[config.mk]
export PLATFORM = sky130hd
export DESIGN_NAME = regfile_mp_flat
export DESIGN_NICKNAME = d
export VERILOG_FILES = /design/src/rtl/regfile_mp_if.sv /design/src/rtl/regfile_mp.sv /design/src/flat_wrapper.sv
export SDC_FILE = /design/constraint.sdc
export NUM_CORES = 1
export LEC_CHECK = 0
export ABC_AREA = 1
export BUFFER_PORTS_ARGS = -buffer_cell sky130_fd_sc_hd__clkbuf_2
export CAP_MARGIN = 20
export CORE_MARGIN = 5
export CORE_UTILIZATION = 60
export CTS_CLUSTER_DIAMETER = 80
export DETAILED_ROUTE_END_ITERATION = 7
export MAX_ROUTING_LAYER = met4
export PLACE_DENSITY = 0.83
export REMOVE_ABC_BUFFERS = 1
export SLEW_MARGIN = 30
export SYNTH_ARGS = -nofsm -noshare
export SYNTH_HDL_FRONTEND = slang
export SYNTH_SLANG_ARGS = --single-unit
export TNS_END_PERCENT = 20
[constraint.sdc]
create_clock -name clk_ph0 -period 4 [get_ports clk_ph0]
set_clock_uncertainty 0.2 [all_clocks]
set_input_delay 1.2 -clock clk_ph0 [delete_from_list [all_inputs] [get_ports clk_ph0]]
set_output_delay 1.2 -clock clk_ph0 [all_outputs]
set_load 0.05 [all_outputs]
[src/rtl/regfile_mp_if.sv]
// regfile_mp_if: single-phase clock bundle for the core; ph0 is the only clock,
// and state in the core updates on its falling edge.
interface regfile_mp_if;
   logic ph0;
   modport sink (input ph0);
endinterface

[src/rtl/regfile_mp.sv]
// regfile_mp: multi-port register file (IR at index 0) with pending-load scoreboard,
// hazard output and write-collision flag. Define REGFILE_BYPASS_EN for same-cycle forwarding.
module regfile_mp #(
   parameter int WIDTH = 16,
   parameter int DEPTH = 16,
   parameter int NREAD = 2,
   localparam int IW = $clog2(DEPTH)
) (
   regfile_mp_if.sink              clk,
   input  logic                    rst,
   output logic [WIDTH-1:0]        ir,
   input  logic [IW-1:0]           mem_idx,
   input  logic [WIDTH-1:0]        mem_load,
   input  logic                    mem_load_en,
   output logic [WIDTH-1:0]        mem_store,
   input  logic [NREAD*IW-1:0]     rs_i,
   output logic [NREAD*WIDTH-1:0]  rs,
   input  logic                    alu_we,
   input  logic [IW-1:0]           alu_rd_i,
   input  logic [WIDTH-1:0]        alu_rd,
   input  logic                    sb_set_en,
   input  logic [IW-1:0]           sb_set_idx,
   output logic [DEPTH-1:0]        busy,
   output logic                    hazard,
   output logic                    wr_conflict
);

   logic [WIDTH-1:0] regs [DEPTH];
   logic [DEPTH-1:0] busy_q;
   logic             wr_conflict_q;
   logic             alu_wr;
   logic             collide;
   logic [NREAD-1:0] rd_hz;

   assign alu_wr  = alu_we && (alu_rd_i != '0);
   assign collide = mem_load_en && alu_wr && (mem_idx == alu_rd_i);

   // ALU data wins over load data when both forward to the same index.
   function automatic logic [WIDTH-1:0] read_reg(input logic [IW-1:0] idx);
`ifdef REGFILE_BYPASS_EN
      if (alu_wr && idx == alu_rd_i) return alu_rd;
      if (mem_load_en && idx == mem_idx) return mem_load;
`endif
      return regs[idx];
   endfunction

   function automatic logic read_busy(input logic [IW-1:0] idx);
`ifdef REGFILE_BYPASS_EN
      if (mem_load_en && idx == mem_idx && !(alu_wr && idx == alu_rd_i)) return 1'b0;
`endif
      return busy_q[idx];
   endfunction

   always_ff @(negedge clk.ph0) begin
      if (rst) begin
         for (int i = 0; i < DEPTH; i++) regs[i] <= '0;
         busy_q        <= '0;
         wr_conflict_q <= 1'b0;
      end else begin
         if (mem_load_en) regs[mem_idx] <= mem_load;
         // Placed after the load write so the ALU value is the one kept on a collision.
         if (alu_wr) regs[alu_rd_i] <= alu_rd;
         if (mem_load_en) busy_q[mem_idx] <= 1'b0;
         if (sb_set_en) busy_q[sb_set_idx] <= 1'b1;
         wr_conflict_q <= collide;
      end
   end

   for (genvar k = 0; k < NREAD; k++) begin : g_rd
      logic [IW-1:0] idx;
      assign idx                   = rs_i[k*IW +: IW];
      assign rs[k*WIDTH +: WIDTH]  = (idx == '0) ? '0 : read_reg(idx);
      assign rd_hz[k]              = (idx != '0) && read_busy(idx);
   end

   assign ir          = read_reg('0);
   assign mem_store   = read_reg(mem_idx);
   assign busy        = busy_q;
   assign wr_conflict = wr_conflict_q;
   assign hazard      = (|rd_hz) || (alu_wr && busy_q[alu_rd_i]);

endmodule

[src/flat_wrapper.sv]
// flat-port wrapper written by rule: the top's interface ports become plain ports
module regfile_mp_flat 
#(
   parameter int WIDTH = 16,
   parameter int DEPTH = 16,
   parameter int NREAD = 2,
   localparam int IW = $clog2(DEPTH)
)
  (rst, ir, mem_idx, mem_load, mem_load_en, mem_store, rs_i, rs, alu_we, alu_rd_i, alu_rd, sb_set_en, sb_set_idx, busy, hazard, wr_conflict, clk_ph0);
  regfile_mp_if clk_i ();
  input  logic rst;
  output logic [WIDTH-1:0] ir;
  input  logic [IW-1:0] mem_idx;
  input  logic [WIDTH-1:0] mem_load;
  input  logic mem_load_en;
  output logic [WIDTH-1:0] mem_store;
  input  logic [NREAD*IW-1:0] rs_i;
  output logic [NREAD*WIDTH-1:0] rs;
  input  logic alu_we;
  input  logic [IW-1:0] alu_rd_i;
  input  logic [WIDTH-1:0] alu_rd;
  input  logic sb_set_en;
  input  logic [IW-1:0] sb_set_idx;
  output logic [DEPTH-1:0] busy;
  output logic hazard;
  output logic wr_conflict;
  input wire logic [$bits(clk_i.ph0)-1:0] clk_ph0;
  assign clk_i.ph0 = clk_ph0;
  regfile_mp #(.WIDTH(WIDTH), .DEPTH(DEPTH), .NREAD(NREAD)) u_core (.clk(clk_i), .rst(rst), .ir(ir), .mem_idx(mem_idx), .mem_load(mem_load), .mem_load_en(mem_load_en), .mem_store(mem_store), .rs_i(rs_i), .rs(rs), .alu_we(alu_we), .alu_rd_i(alu_rd_i), .alu_rd(alu_rd), .sb_set_en(sb_set_en), .sb_set_idx(sb_set_idx), .busy(busy), .hazard(hazard), .wr_conflict(wr_conflict));
endmodule
==> metrics.md, run 1 <==
| Metric | Value |
|---|---|
| Overflow after GRT | 18 |
| Root Driver | clkbuf_16 |
| Last stage the flow got to | 5_1_grt |
| Mapped Cells | 2808 |
| Synthesized area | 0.0198 mm^2 |
| CTS HTree Levels | 1 |
| GRT worst endpoint | rs[12] |
| All-Layer GR Usage | 80.5% |
| Cts hold-fix bufs | 0 |
| Final GP Congestion | 1.03 |
| Pre-CTS WS | -0.967 ns |
| Largest net degree at the start of global routing | 65 |
| Status | aborted with a tool error |
| Stop err | [ERROR GRT-0232] Routing congestion too high. Check the congestion heatmap in the GUI. |
| Ports | 139 |
| CTS buffer count | 30 |
| Die Wd | 192 um |
| Sequential share of the synthesized area | 40.5% |
| Synth warn | 0 |
| Initial core utilization | 60.9% |
| Number of synthesized register bits | 273 |
| Detailed Place HPWL | 59000 um |
| Synth cell types | 32 |
| I/O Buffers | 138 |
| Worst EP Category | output port |
| Die Ht | 192 um |
| Placed Instances | 3448 |
| Syn Area/Cell | 7.06 um^2 |
| Rows | 66 |
| Maximum clock insertion buffer count | 3 |
| Clock tree sinks | 273 |
==> cells by family after synthesis <==
group                     count (synthesis)  share of synthesized area (%)
DFF                                     273                           40.5
AOI/OAI and AO/OA                       845                           24.0
and+or+nand+nor                        1220                           25.7
xor gates and xnor gates                  1                         0.0442
buffers and inverters                   469                           9.76
==> synthesized netlist by cell type <==
cell / n / share of area, %
nand2_1: 889 / 17
o21ai_0: 374 / 9.4
edfxtp_1: 256 / 39
inv_1: 197 / 3.7
a21oi_1: 164 / 4.1
nand3_1: 158 / 4.0
clkbuf_1: 136 / 2.6
a22oi_1: 128 / 4.8
nor2_1: 115 / 2.2
o21ai_1: 96 / 2.4
buf_2: 71 / 1.8
o211ai_1: 69 / 2.6
buf_1: 25 / 0.47
nor2_4: 22 / 1.2
dfxtp_1: 17 / 1.7
inv_2: 17 / 0.32
nand4_1: 17 / 0.54
buf_4: 16 / 0.61
o32ai_1: 10 / 0.44
nand2_4: 5 / 0.28
nor2_2: 4 / 0.13
buf_6: 3 / 0.17
nand2_2: 3 / 0.095
o22ai_1: 3 / 0.095
clkbuf_2: 2 / 0.051
clkinv_1: 2 / 0.038
nor2_8: 2 / 0.20
nor3_1: 2 / 0.051
or2_2: 2 / 0.063
nor4b_1: 1 / 0.044
o21bai_1: 1 / 0.038
xor2_1: 1 / 0.044
==> timing repair <==
item | in CTS
gates cloned | 8
setup buffers | 53
gates resized for setup | 390
setup endpoints to repair | 595
pin swaps | 138
==> through the flow <==
step           util (%)  cell area, um^2  hold slack, ns
4_1_cts            86.3            28100           0.292
3_5_place_dp       75.7            24600           0.297
3_3_place_gp       75.7            24600           0.300
2_1_floorplan         -            18700           0.496
==> layer usage <==
metal  track usage, %  overflow
met1             79.3         0
met2             89.9         1
met3             70.9         9
met4             78.7         8
met5                -         -
==> run 2, diff against run 1 <==
--- a/config.mk
+++ b/config.mk
@@ -9,11 +9,9 @@
 export BUFFER_PORTS_ARGS = -buffer_cell sky130_fd_sc_hd__clkbuf_2
 export CAP_MARGIN = 20
 export CORE_MARGIN = 5
-export CORE_UTILIZATION = 60
-export CTS_CLUSTER_DIAMETER = 80
+export CORE_UTILIZATION = 40
 export DETAILED_ROUTE_END_ITERATION = 7
-export MAX_ROUTING_LAYER = met4
-export PLACE_DENSITY = 0.83
+export PLACE_DENSITY_LB_ADDON = 0.15
 export REMOVE_ABC_BUFFERS = 1
 export SLEW_MARGIN = 30
 export SYNTH_ARGS = -nofsm -noshare
==> run 2 against run 1 <==
  * The flow now finishes, with violations (DRC, setup timing)
  * Synthesized cell count is the same
  * Synthesized area is the same
==> metrics.md, run 2 <==
| Metric | Value |
|---|---|
| Status | finished with violations (was aborted with a tool error) |
| Failing checks | DRC, setup timing |
| Pre-CTS WS | -0.980 ns (was -0.967 ns) |
| Final Worst Setup Slack | -1.41 ns |
| Hold_ws | 0.390 ns |
| Sequential share of the synthesized area | 40.5% (unchanged) |
| Post-Route M1 WL | 35400 um |
| First-pass GRT wire length | 136000 um |
| Diodes inserted | 0 |
| Commonest cells in the netlist | 889 x nand2_1, 374 x o21ai_0, 256 x edfxtp_1, 197 x inv_1, 164 x a21oi_1 (unchanged) |
| Layout cells sized above 1 | 27.7% |
| Clock Latency Late Sink | 0.60 ns |
| Pleak | 12.6 nW |
| Rows | 81 (was 66) |
| Cts hold-fix bufs | 0 (unchanged) |
| Switching Fraction | 36.8% |
| Final GP Congestion | 0.968 (was 1.03) |
| Most common cell in the netlist | nand2_1 (unchanged) |
| All-Layer GR Usage | 32.9% |
| CTS HTree Levels | 2 (was 1) |
| Syn Area/Cell | 7.06 um^2 (unchanged) |
| Biggest cell delay along the critical path | 0.34 ns |
| Routed wire length | 94800 um |
| WL met3 | 10000 um |
| Layout net count | 3410 |
| Unrepaired setup endpoints after global routing | yes |
| Mapped Cells | 2808 (unchanged) |
| CP required | 2.60 ns |
| Largest reg by FF count | u_core.regs |
| Clock-pin slew of the registers on the worst-case setup and hold paths | 0.04 ns |
| DR vias/cell | 5.93 |
| Detailed Place HPWL | 61900 um (was 59000 um) |
| Root Driver | clkbuf_16 (unchanged) |
| Worst EP arrival | 4.01 ns |
| Ports | 139 (unchanged) |
| CP bufs+invs | 4 |
| Remaining DRCs | 4 |
| I/O Buffers | 138 (unchanged) |
| CTS tree | yes |
| Commonest non-fill, non-tap cell in the layout | nand2_1 |
| Filler instances | 4327 |
| Top routing layer in use | met4 |
| Worst-path cell chain | inv_1, a21oi_2, o21ai_1, o21ai_1, nand2_1, nand2_1, inv_2, a21oi_2, buf_6, buf_12 |
| CTS buffer count | 35 (was 30) |
| Wire per inst | 23.4 um |
| Leading area contributor after synthesis | edfxtp_1 (unchanged) |
| Critical path's top delay family | compound AO/OA/AOI/OAI gates |
| VDD IR-drop max | 0.252 mV |
| Synthesized area | 0.0198 mm^2 (unchanged) |
| Initial DRT Pass Iterations | 8 |
| Synth cell types | 32 (unchanged) |
| Max-slew violations | 0 |
| Routed length on met2 | 43500 um |
| Slowest CP cell | edfxtp_1 |
| Initial antenna violation count | 0 |
| CP Max Fanout | 2 |
| Area delta synth->final | 48.1% |
| Yosys top cell area share | 38.8% (unchanged) |
| Die Ht | 233 um (was 192 um) |
| Clock tree sinks | 273 (unchanged) |
| Post-synthesis async set-or-reset flop share | 0% (unchanged) |
| Most frequent cells in the layout | 824 x nand2_1, 421 x inv_1, 256 x edfxtp_1 |
| Clock share of power | 42.1% |
| Post-DRT Antenna Nets | 0 |
| DR iter-0 viols | 3217 |
| Combinational fraction of design power | 24.8% |
| Maximum clock insertion buffer count | 3 (unchanged) |
| Hold Fails Final Rpt | 0 |
| NetSw | 3.91 mW |
| Initial core utilization | 40.5% (was 60.9%) |
| Worst Tran Pin Value | 1.12 ns |
| Largest net degree at the start of global routing | 74 |
| Max reg flops | 256 |
| Critical path class | flop to primary output |
| Overflow after GRT | 0 |
| Max Cap Violations | 0 |
| Core area | 0.0490 mm^2 |
| DIE AREA | 0.0541 mm^2 |
| Vias in the first global route | 23404 |
| Routed vias | 23962 |
| Synth warn | 0 (unchanged) |
| Max-Slew Margin vs Limit | 25.5% |
| Int Power | 6.70 mW |
| Tot Pwr | 10.6 mW |
| CP endpoint kind | primary output |
| Setup crit start kind | flop |
| Ys flop type | edfxtp_1 (unchanged) |
| Die Wd | 233 um (was 192 um) |
| Pwr dens | 361 mW/mm^2 |
| Top cells by area, synth | edfxtp_1 39%, nand2_1 17%, o21ai_0 9.4%, a22oi_1 4.8%, a21oi_1 4.1% (unchanged) |
| Final setup TNS | -200.66 ns |
| Worst min path class | flop to flop |
| Number of synthesized register bits | 273 (unchanged) |
| Final setup violating endpoints | 563 |
| Number of synthesized flops with an enable pin | 256 (unchanged) |
| Register share of total power | 33.1% |
## run 2: path summary, 6_finish.rpt
kind	startpoint	endpoint	slack, ns	cells past startpoint
min reg2reg	u_core.busy[8]$_SDFF_NP0_	u_core.busy[8]$_SDFF_NP0_	0.39	2
min	u_core.busy[8]$_SDFF_NP0_	u_core.busy[8]$_SDFF_NP0_	0.39	2
max reg2reg	u_core.busy[15]$_SDFF_NP0_	u_core.busy[15]$_SDFF_NP0_	2.88	3
max	u_core.regs[1][11]$_DFFE_NP_	rs[27]	-1.41	10
## run 2: tightest hold or removal path, cell delays in order, from the launching register on
cell and delay (ns):
dfxtp_2 0.33, inv_1 0.12, o22ai_1 0.10
## run 2: power by group through the flow
stage                     clock, mW  sequential (mW)  combinational, mW
after floorplan               0.406             3.50              0.880
after global placement        0.406             3.51               2.29
after detailed placement      0.406             3.52               2.31
after CTS                      4.49             3.49               2.46
after global routing           4.83             3.51               2.74
final                          4.46             3.51               2.63
## run 2: per-layer routing
layer	vias up	global-route usage, %
met1	11187	40.8
met5	-	0
met3	358	6.55
met4	0	20.0
met2	1753	53.0
li1	10664	-
## run 2: cell families after synthesis
family,share of synthesized area [%]
XOR/XNOR,0.0442
flip-flops,40.5
AO/OA/AOI/OAI,24.0
AND/OR/NAND/NOR,25.7
buffers and inverters,9.76
## run 2: cell type report
type	count	area (um^2)	share of cell area (%)
clock buffers	35	876	2.98
multi-input cells	2066	11100	37.8
well taps	664	831	2.83
inverters	215	820	2.79
flip-flops and latches	273	8060	27.4
repair buffers	489	6360	21.7
clock inverters	301	1320	4.48
## run 2: through the flow
stage | util [%] | instances | cell area (um^2)
CTS | 57.9 | 4021 | 28300
floorplan | - | 2555 | 18700
finish | 60.0 | 4043 | 29400
global route | 60.0 | 4043 | 29400
detailed placement | 51.2 | 3661 | 25100
global placement | 51.2 | 3660 | 25100
## run 2: timing repair
action | 4_1_cts | 5_1_grt
resized for setup | 341 | 288
setup endpoints to repair | 596 | 600
cloned | 4 | 3
pin swaps | 152 | 139
buffers inserted | 46 | 39
No activity file was read; power rests on OpenSTA's default activity.
